**config.mk**
```make
export PLATFORM = sky130hd
export DESIGN_NAME = pc_sequencer
export DESIGN_NICKNAME = d
export VERILOG_FILES = /design/src/rtl/pc_sequencer.sv
export SDC_FILE = /design/constraint.sdc
export NUM_CORES = 1
export LEC_CHECK = 0
export CORE_UTILIZATION = 42
export CTS_CLUSTER_DIAMETER = 80
export CTS_CLUSTER_SIZE = 20
export DETAILED_ROUTE_END_ITERATION = 10
export PLACE_DENSITY = 0.89
export SYNTH_ARGS = -nofsm -noshare
export SYNTH_HDL_FRONTEND = slang
export SYNTH_SLANG_ARGS = --single-unit
```
**constraint.sdc**
```tcl
create_clock -name clk -period 2.6 [get_ports clk]
set_input_delay 0.52 -clock clk [delete_from_list [all_inputs] [get_ports clk]]
set_output_delay 0.52 -clock clk [all_outputs]
set_load 0.01 [all_outputs]
```
**src/rtl/pc_sequencer.sv**
```systemverilog
// Fetch/issue controller owning the PC: fetches from instruction memory, hands words to decode.
// Optional build macro PC_WRAP_TRAP_EN: a sequential PC carry-out traps and halts instead of wrapping.
module pc_sequencer #(
  parameter int unsigned     AW       = 8,
  parameter int unsigned     IW       = 32,
  parameter logic [AW-1:0]   RESET_PC = '0,
  parameter int unsigned     PC_STEP  = 1
) (
  input  logic          clk,
  input  logic          reset,
  input  logic          start,
  output logic          imem_req,
  output logic [AW-1:0] imem_addr,
  input  logic          imem_ack,
  input  logic [IW-1:0] imem_data,
  output logic [IW-1:0] instr,
  output logic          instr_valid,
  input  logic          instr_ready,
  input  logic          br_taken,
  input  logic [AW-1:0] br_target,
  input  logic          halt_req,
  output logic [AW-1:0] pc,
  output logic          busy,
  output logic          halted,
  output logic          trap
);

  typedef enum logic [1:0] {StIdle, StFetch, StIssue, StHalt} state_e;

  state_e        state_q, state_d;
  logic [AW-1:0] pc_q, pc_d;
  logic [IW-1:0] instr_q, instr_d;
  logic          valid_q, valid_d;
  logic          trap_q, trap_d;
  logic          issue_fire;

`ifdef PC_WRAP_TRAP_EN
  // Extra bit exposes the carry out of the sequential increment.
  logic [AW:0]   pc_inc;
  assign pc_inc = {1'b0, pc_q} + (AW+1)'(PC_STEP);
`else
  logic [AW-1:0] pc_inc;
  assign pc_inc = pc_q + AW'(PC_STEP);
`endif

  assign issue_fire = valid_q & instr_ready;

  always_comb begin
    state_d = state_q;
    pc_d    = pc_q;
    instr_d = instr_q;
    valid_d = valid_q;
    trap_d  = trap_q;
    unique case (state_q)
      StIdle: begin
        if (halt_req) begin
          state_d = StHalt;
        end else if (start) begin
          state_d = StFetch;
        end
      end
      StFetch: begin
        if (imem_ack) begin
          instr_d = imem_data;
          valid_d = 1'b1;
          state_d = StIssue;
        end
      end
      StIssue: begin
        if (issue_fire) begin
          valid_d = 1'b0;
          state_d = halt_req ? StHalt : StFetch;
          if (br_taken) begin
            pc_d = br_target;
          end else begin
`ifdef PC_WRAP_TRAP_EN
            if (pc_inc[AW]) begin
              trap_d  = 1'b1;
              state_d = StHalt;
            end else begin
              pc_d = pc_inc[AW-1:0];
            end
`else
            pc_d = pc_inc;
`endif
          end
        end
      end
      StHalt: begin
        state_d = StHalt;
      end
      default: begin
        state_d = StIdle;
      end
    endcase
  end

  always_ff @(posedge clk) begin
    if (reset) begin
      state_q <= StIdle;
      pc_q    <= RESET_PC;
      instr_q <= '0;
      valid_q <= 1'b0;
      trap_q  <= 1'b0;
    end else begin
      state_q <= state_d;
      pc_q    <= pc_d;
      instr_q <= instr_d;
      valid_q <= valid_d;
      trap_q  <= trap_d;
    end
  end

  assign imem_req    = (state_q == StFetch);
  assign imem_addr   = pc_q;
  assign pc          = pc_q;
  assign instr       = instr_q;
  assign instr_valid = valid_q;
  assign busy        = (state_q == StFetch) || (state_q == StIssue);
  assign halted      = (state_q == StHalt);
  assign trap        = trap_q;

endmodule
```
==> flow_metrics.py, run 1 <==
metrics = {
    "routing": {
        "wl_per_cell_um": 12.05,
        "num_vias": 1909,
        "vias_per_cell": 5.064,
        "final_antenna_net_count": 0,
        "drc": 0,
        "drtPass1Iterations": 4,
        "finalWirelength_mm": 4.544,
        "first_iter_violations": 130,
    },
    "die": {
        "dieArea_mm2": 0.004706,
        "fp.dieH_um": 68.60,
        "row_count": 23,
        "core_mm2": 0.004115,
        "pin_count": 100,
        "fp.dieW_um": 68.60,
        "start_util_pct": 45.27,
    },
    "global_route": {
        "antenna_found_initial": 0,
        "overflow": 0,
        "grt_pass1_wl_mm": 7.107,
        "grt_util_all_layers_pct": 19.97,
        "grt_max_degree": 33,
        "grt_pass1_vias": 1655,
    },
    "finish": {
        "syn_to_final_growth_pct": 58.09,
        "drive_gt1_share_pct": 4.893,
        "postLayoutCoreUtil_pct": 71.57,
        "final_cells": 377,
        "nets": 378,
        "antenna_cells": 0,
    },
    "synthesis": {
        "synth_edf_count": 0,
        "synth_ff_type": "dfxtp_1",
        "synth.distinct_cells": 33,
        "syn-cell-area_mm2": 0.001863,
        "yosys_warnings": 0,
        "ys_async_sr_fraction_pct": 0,
        "synth_area_per_cell_um2": 7.763,
        "ys_seq_elements": 43,
        "synthCells": 240,
        "ys_seq_area_share_pct": 46.21,
        "syn-num-nets": 292,
    },
    "pwr": {
        "p_sw_share_pct": 25.21,
        "pwr-share-comb_pct": 24.8,
        "power_leakage_uw": 0.001040,
        "pwr-share-clk_pct": 33.3,
        "switchingPower_uw": 452.1,
        "irDropWorstVdd_uv": 401.9,
        "seq_power_share_pct": 41.9,
        "power_density_mw_per_mm2": 609.0,
        "intPower_uw": 1342,
    },
    "worst_setup_path": {
        "crit_type": "reg2out",
        "required_ns": 2.08,
        "arrival_ns": 1.55,
        "crit_fanout": 4,
        "startpoint_type": "flip-flop",
        "crit_path_end_kind": "output pin",
    },
    "timing": {
        "period_minus_slack_ns": 2.072,
        "timing.fmax_mhz": 482.7,
        "fin_worst_skew_ns": 0.009469,
        "slew_violations": 0,
        "grt_setup_unrepaired": "no",
        "tns_ns": 0,
        "finalCritPeriodShare_pct": 79.67,
        "setup_viol_count_final": 0,
        "finalHoldViolCount": 0,
    },
    "placement": {
        "place_congestion": 0.7903,
        "hpwlAfterDp_mm": 3.330,
        "port_buffers": 98,
        "placed_cells": 369,
    },
    "clock_network": {
        "cts.clk_slew.worst_paths_ns": 0.08,
        "clk_latency_ns": 0.29,
        "numCtsBuffers": 5,
        "cts_setup_buffers": 0,
        "cts_resized": 0,
        "cts-root-buf": "clkbuf_8",
        "htreeDepth": 2,
        "clockBufferDepth": 2,
        "cts_tree": "built",
        "cts_hold_buffers": 0,
        "cts.sinks": 43,
    },
    "hold_path": {
        "holdCritPathClass": "reg2reg",
    },
    "run_status": {
        "outcome": "finished, final reports clean",
    },
    "flow_run": {
        "drv_cap": 0,
    },
}
-- cell usage after synthesis, drive strengths merged (3+ instances only) --
library cell,instances,share of area (%)
clkbuf,7,1.4
a21oi,40,11
a211oi,3,1.2
nor3,4,1.3
nor2,7,1.4
mux2i,3,1.6
dfxtp,43,46
inv,3,0.60
a31oi,3,1.0
ha,5,3.4
nand3,5,1.3
buf,17,5.6
nand2,78,16
nand2b,3,1.0
o21ai,5,1.3
-- cell families after synthesis --
family                   count (synthesis)  share of synthesized area, %
multiplexers                             3                         1.612
adder cells (fa/ha/maj)                  5                         3.358
AND/OR/NAND/NOR                        104                         23.51
AO/OA/AOI/OAI                           57                         17.46
flip-flops                              43                         46.21
other                                    1                        0.2013
buffers and inverters                   27                         7.656
-- state kept, by name (all words and copies together), names as in the netlist --
register	cells
instr	32
state_q	2
instr_valid	1
imem_addr	8
-- metrics by stage --
step	instance area (um2)	hold slack [ns]	total power (uW)	worst slack (ns)
after global placement	2813	0.4410	1206	0.6749
final	2945	0.4564	1794	0.5285
after global routing	2945	0.4780	1889	0.4363
after CTS	2945	0.4583	1809	0.5117
after floorplan	1863	0.4805	981.9	1.088
after detailed placement	2813	0.4476	1213	0.6275
-- cell usage in the layout (no fill, tap or decap), types with 2 or more instances in the layout --
cell,instances
nand3_1,5
clkdlybuf4s50_1,98
nor3_1,3
nand2_1,77
bufinv_16,2
clkbuf_8,5
dfxtp_1,43
buf_4,5
ha_1,5
a31oi_1,3
nand2b_1,3
o21ai_0,5
inv_1,3
a21oi_1,40
a211oi_1,3
nor2_1,7
mux2i_1,3
-- per-layer routing --
layer  routed length [um]  up-vias  GRT usage, %
met4                   38        0         4.688
met2                 2172       76         33.58
met5                    0        -             0
li1                     -      956             -
met1                 1863      872         23.12
met3                  470        5         8.882
-- power groups by stage --
stage	registers (uW)	clock network, uW	logic (uW)
floorplan	786	0	196
global placement	764	0	442
detailed placement	768	0	445
CTS	753	609	448
global route	760	637	493
finish	752	598	444
-- critical path: stages (launching register included) --
cell	delay, ns
dfxtp_1	0.39
inv_1	0.08
ha_1	0.27
clkdlybuf4s50_1	0.53
-- worst paths after layout --
kind                      startpoint                        end  slack [ns]  cells after the start
max reg2reg  state_q[0]$_SDFFE_PP0P_  imem_addr[7]$_SDFFE_PP0P_        0.97                      6
min           instr[29]$_SDFFE_PP0P_     instr[29]$_SDFFE_PP0P_        0.46                      2
min reg2reg   instr[29]$_SDFFE_PP0P_     instr[29]$_SDFFE_PP0P_        0.46                      2
max          state_q[1]$_SDFFE_PP0P_                       busy        0.53                      3
-- layout make-up --
class                   instances  area [um2]
fillers                       327        1170
repair buffers                103        1018
flip-flops and latches         43       860.8
multi-input cells             170       859.6
clock buffers                   6       72.57
well taps                      50       62.56
clock inverters                 2       60.06
inverters                       3       11.26
Power figures use the tool's default switching activity.
==> inputs of run 2 (changes only) <==
--- a/config.mk
+++ b/config.mk
@@ -5,11 +5,11 @@
 export SDC_FILE = /design/constraint.sdc
 export NUM_CORES = 1
 export LEC_CHECK = 0
-export CORE_UTILIZATION = 42
+export CORE_UTILIZATION = 35
 export CTS_CLUSTER_DIAMETER = 80
 export CTS_CLUSTER_SIZE = 20
 export DETAILED_ROUTE_END_ITERATION = 10
-export PLACE_DENSITY = 0.89
+export PLACE_DENSITY = 0.8
 export SYNTH_ARGS = -nofsm -noshare
 export SYNTH_HDL_FRONTEND = slang
 export SYNTH_SLANG_ARGS = --single-unit
==> constraint.sdc (replaced) <==
create_clock -name clk -period 1.76 [get_ports clk]
set_input_delay 0.352 -clock clk [delete_from_list [all_inputs] [get_ports clk]]
set_output_delay 0.352 -clock clk [all_outputs]
set_load 0.01 [all_outputs]
==> flow_metrics.py, run 2 (synthesis results as in run 1) <==
metrics = {
    "worst_setup_path": {
        "cp_top_family": "buffers and inverters",
        "crit_type": "reg2out",
        "rr_worst_depth": 5,
        "startpoint_type": "flip-flop",
        "crit_start": "imem_addr[4]$_SDFFE_PP0P_",
        "rr_endpoint": "imem_addr[6]$_SDFFE_PP0P_",
        "reg2reg_from": "imem_addr[0]$_SDFFE_PP0P_",
        "critical_path_buf_inv_count": 1,
        "reg2reg_slack_ns": 0.25,
        "crit_chain": "clkdlybuf4s50_1",
        "crit_cells": 1,
        "crit_path_end_kind": "output pin",
        "cp-endpoint": "pc[4]",
        "arrival_ns": 1.34,
        "max_stage_delay_ns": 0.59,
        "crit_fanout": 7,
        "required_ns": 1.41,
        "cp_slowest_cell": "clkdlybuf4s50_1",
    },
    "clock_network": {
        "clk_latency_ns": 0.28,
        "cts-root-buf": "clkbuf_8",
        "cts.clk_slew.worst_paths_ns": 0.08,
        "numCtsBuffers": 5,
        "cts.sinks": 43,
        "cts_setup_buffers": 0,
        "cts_tree": "built",
        "clockBufferDepth": 2,
        "htreeDepth": 2,
        "cts_hold_buffers": 0,
    },
    "timing": {
        "period_minus_slack_ns": 1.696,
        "slew_violations": 0,
        "grt_setup_unrepaired": "no",
        "fin_worst_skew_ns": 0.005781,
        "setup_slack_ns": 0.06408,
        "tns_ns": 0,
        "finalHoldViolCount": 0,
        "finalCritPeriodShare_pct": 96.36,
        "timing.fmax_mhz": 589.7,
        "setup_viol_count_final": 0,
    },
    "die": {
        "fp.dieH_um": 74.96,
        "pin_count": 100,
        "row_count": 26,
        "dieArea_mm2": 0.005619,
        "core_mm2": 0.005107,
        "start_util_pct": 36.48,
        "fp.dieW_um": 74.96,
    },
    "hold_path": {
        "holdCritPathClass": "reg2reg",
    },
    "global_route": {
        "grt_pass1_vias": 1732,
        "grt_util_all_layers_pct": 17.21,
        "grt_pass1_wl_mm": 7.458,
        "antenna_found_initial": 0,
        "overflow": 0,
        "grt_max_degree": 33,
    },
    "finish": {
        "antenna_cells": 0,
        "drive_gt1_share_pct": 6.991,
        "largest_reg_flops": 32,
        "syn_to_final_growth_pct": 59.03,
        "layout_common_cells": "94 x clkdlybuf4s50_1, 77 x nand2_1, 40 x a21oi_1",
        "layout_commonest_cell": "clkdlybuf4s50_1",
        "nets": 380,
    },
    "routing": {
        "final_antenna_net_count": 0,
        "finalWirelength_mm": 4.914,
        "drc": 0,
        "vias_per_cell": 4.787,
        "wl_per_cell_um": 12.32,
        "num_vias": 1910,
        "first_iter_violations": 94,
        "drtPass1Iterations": 4,
    },
    "placement": {
        "place_congestion": 0.8527,
        "dp_slack_ns": 0.06681,
        "port_buffers": 98,
        "hpwlAfterDp_mm": 3.516,
    },
    "pwr": {
        "irDropWorstVdd_uv": 549.7,
        "power_density_mw_per_mm2": 804.7,
        "power_leakage_uw": 0.001062,
    },
    "flow_run": {
        "drv_cap": 0,
    },
    "run_status": {
        "outcome": "finished, final reports clean",
    },
}
run 2: changes by cell type in the layout (fill, tap and decap cells not counted):
cell,previous run,this run
dfxtp_1,43,39
dfxtp_2,0,4
dlygate4sd2_1,0,2
clkinv_2,0,1
buf_2,0,1
clkdlybuf4s50_1,98,94
bufinv_16,2,0
clkinvlp_4,0,1
buf_12,0,2
dlymetal6s2s_1,0,1
run 2: routing by layer:
| metal | vias to the layer above | part of all wire [%] | GRT usage (%) | wire, um |
|---|---|---|---|---|
| met2 | 60 | 49 | 30.83 | 2430 |
| met5 | - | 0 | 0 | 0 |
| met1 | 885 | 44 | 20.22 | 2143 |
| met3 | 2 | 6.5 | 5.622 | 317 |
| li1 | 963 | - | - | - |
| met4 | 0 | 0.47 | 3.145 | 23 |
run 2: final cells by class:
cell class	count	area, um2
fill	509	2145
tap	70	87.58
timing repair buffer	105	1054
inverter	3	11.26
multi-input combinational	170	859.6
clock inverter	2	12.51
clock buffer	6	72.57
sequential	43	865.8
run 2: worst reg2reg max path, stage by stage, from the launching register on:
cell and delay, ns:
dfxtp_1 0.45, ha_1 0.21, nand2_1 0.06, or4_1 0.48
o21ai_0 0.09, a211oi_1 0.09
run 2: worst min-delay path by stage:
stage / from / end / slack [ns] / cells after the start
after CTS: instr[17]$_SDFFE_PP0P_ / instr[17]$_SDFFE_PP0P_ / 0.46 / 2
after global routing: instr[17]$_SDFFE_PP0P_ / instr[17]$_SDFFE_PP0P_ / 0.47 / 2
after detailed placement: instr[17]$_SDFFE_PP0P_ / instr[17]$_SDFFE_PP0P_ / 0.45 / 2
after global placement: instr[12]$_SDFFE_PP0P_ / instr[12]$_SDFFE_PP0P_ / 0.44 / 2
final: instr[7]$_SDFFE_PP0P_ / instr[7]$_SDFFE_PP0P_ / 0.46 / 2
after floorplan: instr[0]$_SDFFE_PP0P_ / instr[0]$_SDFFE_PP0P_ / 0.48 / 2
run 2: where the power goes:
part           leakage, uW  total, uW  switching [uW]  internal [uW]
logic             0.000670        664             305            359
registers         0.000351       1120            56.1           1060
clock network    0.0000412        605             327            278
total              0.00106       2380             688           1700
run 2: stage by stage:
step	power, uW	cell area (um2)	hold slack, ns	util [%]	instances
2_1_floorplan	1451	1863	0.4805	-	240
3_3_place_gp	1800	2873	0.4410	56.25	391
3_5_place_dp	1817	2873	0.4461	56.25	391
4_1_cts	2417	2958	0.4574	57.91	399
5_1_grt	2528	2963	0.4745	58.01	399
6_report	2384	2963	0.4553	58.01	399
run 2: timing repair:
action	CTS	global route
endpoints found under the setup margin	3	4
gates resized for setup	4	3
pin swaps	0	0
==> inputs of run 3 (changes only) <==
--- a/config.mk
+++ b/config.mk
@@ -5,6 +5,7 @@
 export SDC_FILE = /design/constraint.sdc
 export NUM_CORES = 1
 export LEC_CHECK = 0
+export CORE_MARGIN = 8
 export CORE_UTILIZATION = 35
 export CTS_CLUSTER_DIAMETER = 80
 export CTS_CLUSTER_SIZE = 20
==> flow_metrics.py, run 3 (synthesis results as in run 1) <==
metrics = {
    "run_status": {
        "outcome": "finished, final reports clean",
    },
    "die": {
        "fp.dieH_um": 88.96,
        "core_mm2": 0.005140,
        "row_count": 26,
        "fp.dieW_um": 88.96,
        "start_util_pct": 36.25,
        "dieArea_mm2": 0.007914,
        "pin_count": 100,
    },
    "clock_network": {
        "numCtsBuffers": 5,
        "clockBufferDepth": 2,
        "cts-root-buf": "clkbuf_8",
        "cts.clk_slew.worst_paths_ns": 0.09,
        "cts.sinks": 43,
        "cts_tree": "built",
        "htreeDepth": 2,
        "clk_latency_ns": 0.29,
    },
    "finish": {
        "final_cells": 398,
        "largest_reg_flops": 32,
        "drive_gt1_share_pct": 6.402,
        "syn_to_final_growth_pct": 58.70,
        "multi_input_area_um2": 859.6,
        "fillers": 500,
        "nets": 379,
        "layout_common_cells": "95 x clkdlybuf4s50_1, 77 x nand2_1, 40 x a21oi_1",
        "regArea_um2": 865.8,
        "antenna_cells": 0,
        "layout_commonest_cell": "clkdlybuf4s50_1",
    },
    "worst_setup_path": {
        "required_ns": 1.41,
        "cp_top_family": "buffers and inverters",
        "crit_type": "reg2out",
        "critical_path_buf_inv_count": 1,
        "max_stage_delay_ns": 0.59,
        "crit_path_end_kind": "output pin",
        "arrival_ns": 1.34,
        "crit_chain": "clkdlybuf4s50_1",
        "startpoint_type": "flip-flop",
        "cp_slowest_cell": "clkdlybuf4s50_1",
        "crit_fanout": 7,
    },
    "timing": {
        "finalHoldViolCount": 0,
        "slew_violations": 0,
        "fin_worst_skew_ns": 0.01007,
        "tns_ns": 0,
        "timing.fmax_mhz": 592.0,
        "finalCritPeriodShare_pct": 95.98,
        "period_minus_slack_ns": 1.689,
        "whs_ns": 0.4550,
        "grt_setup_unrepaired": "no",
        "setup_viol_count_final": 0,
    },
    "routing": {
        "first_iter_violations": 61,
        "drtPass1Iterations": 4,
        "wl_per_cell_um": 13.96,
        "final_antenna_net_count": 0,
        "vias_per_cell": 4.678,
        "finalWirelength_mm": 5.558,
        "drc": 0,
        "num_vias": 1862,
    },
    "placement": {
        "placed_cells": 390,
        "port_buffers": 98,
        "place_congestion": 0.7863,
        "hpwlAfterDp_mm": 4.081,
    },
    "pwr": {
        "power_leakage_uw": 0.001041,
        "finalPower_uw": 2392,
        "power_density_mw_per_mm2": 809.2,
        "irDropWorstVdd_uv": 431.3,
    },
    "global_route": {
        "grt_pass1_wl_mm": 8.721,
        "antenna_found_initial": 0,
        "grt_pass1_vias": 1845,
        "grt_util_all_layers_pct": 13.83,
        "grt_max_degree": 44,
        "overflow": 0,
    },
    "hold_path": {
        "holdCritPathClass": "reg2reg",
    },
    "flow_run": {
        "drv_cap": 0,
    },
}
run 3: changes by cell type in the layout (fill, tap and decap cells not counted), sizes merged:
| cell | before | now |
|---|---|---|
| dlygate4sd2 | 2 | 3 |
| buf | 8 | 6 |
| dlymetal6s2s | 1 | 0 |
| clkdlybuf4s50 | 94 | 95 |
run 3: final timing paths:
check	from	to	slack, ns	cells past startpoint
setup reg to reg	state_q[0]$_SDFFE_PP0P_	imem_addr[0]$_SDFFE_PP0P_	0.25	5
hold reg to reg	instr[18]$_SDFFE_PP0P_	instr[18]$_SDFFE_PP0P_	0.46	2
setup / recovery	imem_addr[1]$_SDFFE_PP0P_	pc[1]	0.07	1
hold / removal	instr[18]$_SDFFE_PP0P_	instr[18]$_SDFFE_PP0P_	0.46	2
run 3: power breakdown:
part / switching [uW] / internal, uW / total [uW]
combinational: 306 / 355 / 662
clock: 338 / 278 / 616
sequential: 56.8 / 1060 / 1110
total: 701 / 1690 / 2390
run 3: area by class of cell:
type                            count  share of cell area, %
Multi-Input combinational cell    170                  29.07
Inverter                            3                 0.3809
Clock buffer                        6                  2.455
Tap cell                           70                  2.962
Sequential cell                    43                  29.28
Clock inverter                      2                 0.4232
Timing Repair Buffer              104                  35.42
run 3: metrics by stage:
stage	instance area, um2	utilization (%)	worst slack, ns
floorplan	1863	-	0.2479
global placement	2870	55.84	0.09214
detailed placement	2870	55.84	0.06875
CTS	2953	57.45	0.01174
global route	2957	57.52	0.001568
finish	2957	57.52	0.07084
run 3: timing repair:
action	in CTS	in global routing
endpoints found under the hold margin	0	0
gates resized for setup	4	3
buffers inserted	0	0
hold buffers	0	0
endpoints found under the setup margin	3	5
run 3: routing by layer:
layer / share of wire, % / global-route usage [%] / vias up
met3: 11 / 5.790 / 4
met4: 0.54 / 3.625 / 0
met2: 46 / 22.78 / 60
met1: 42 / 16.10 / 839
li1: - / - / 959
met5: 0 / 0 / -
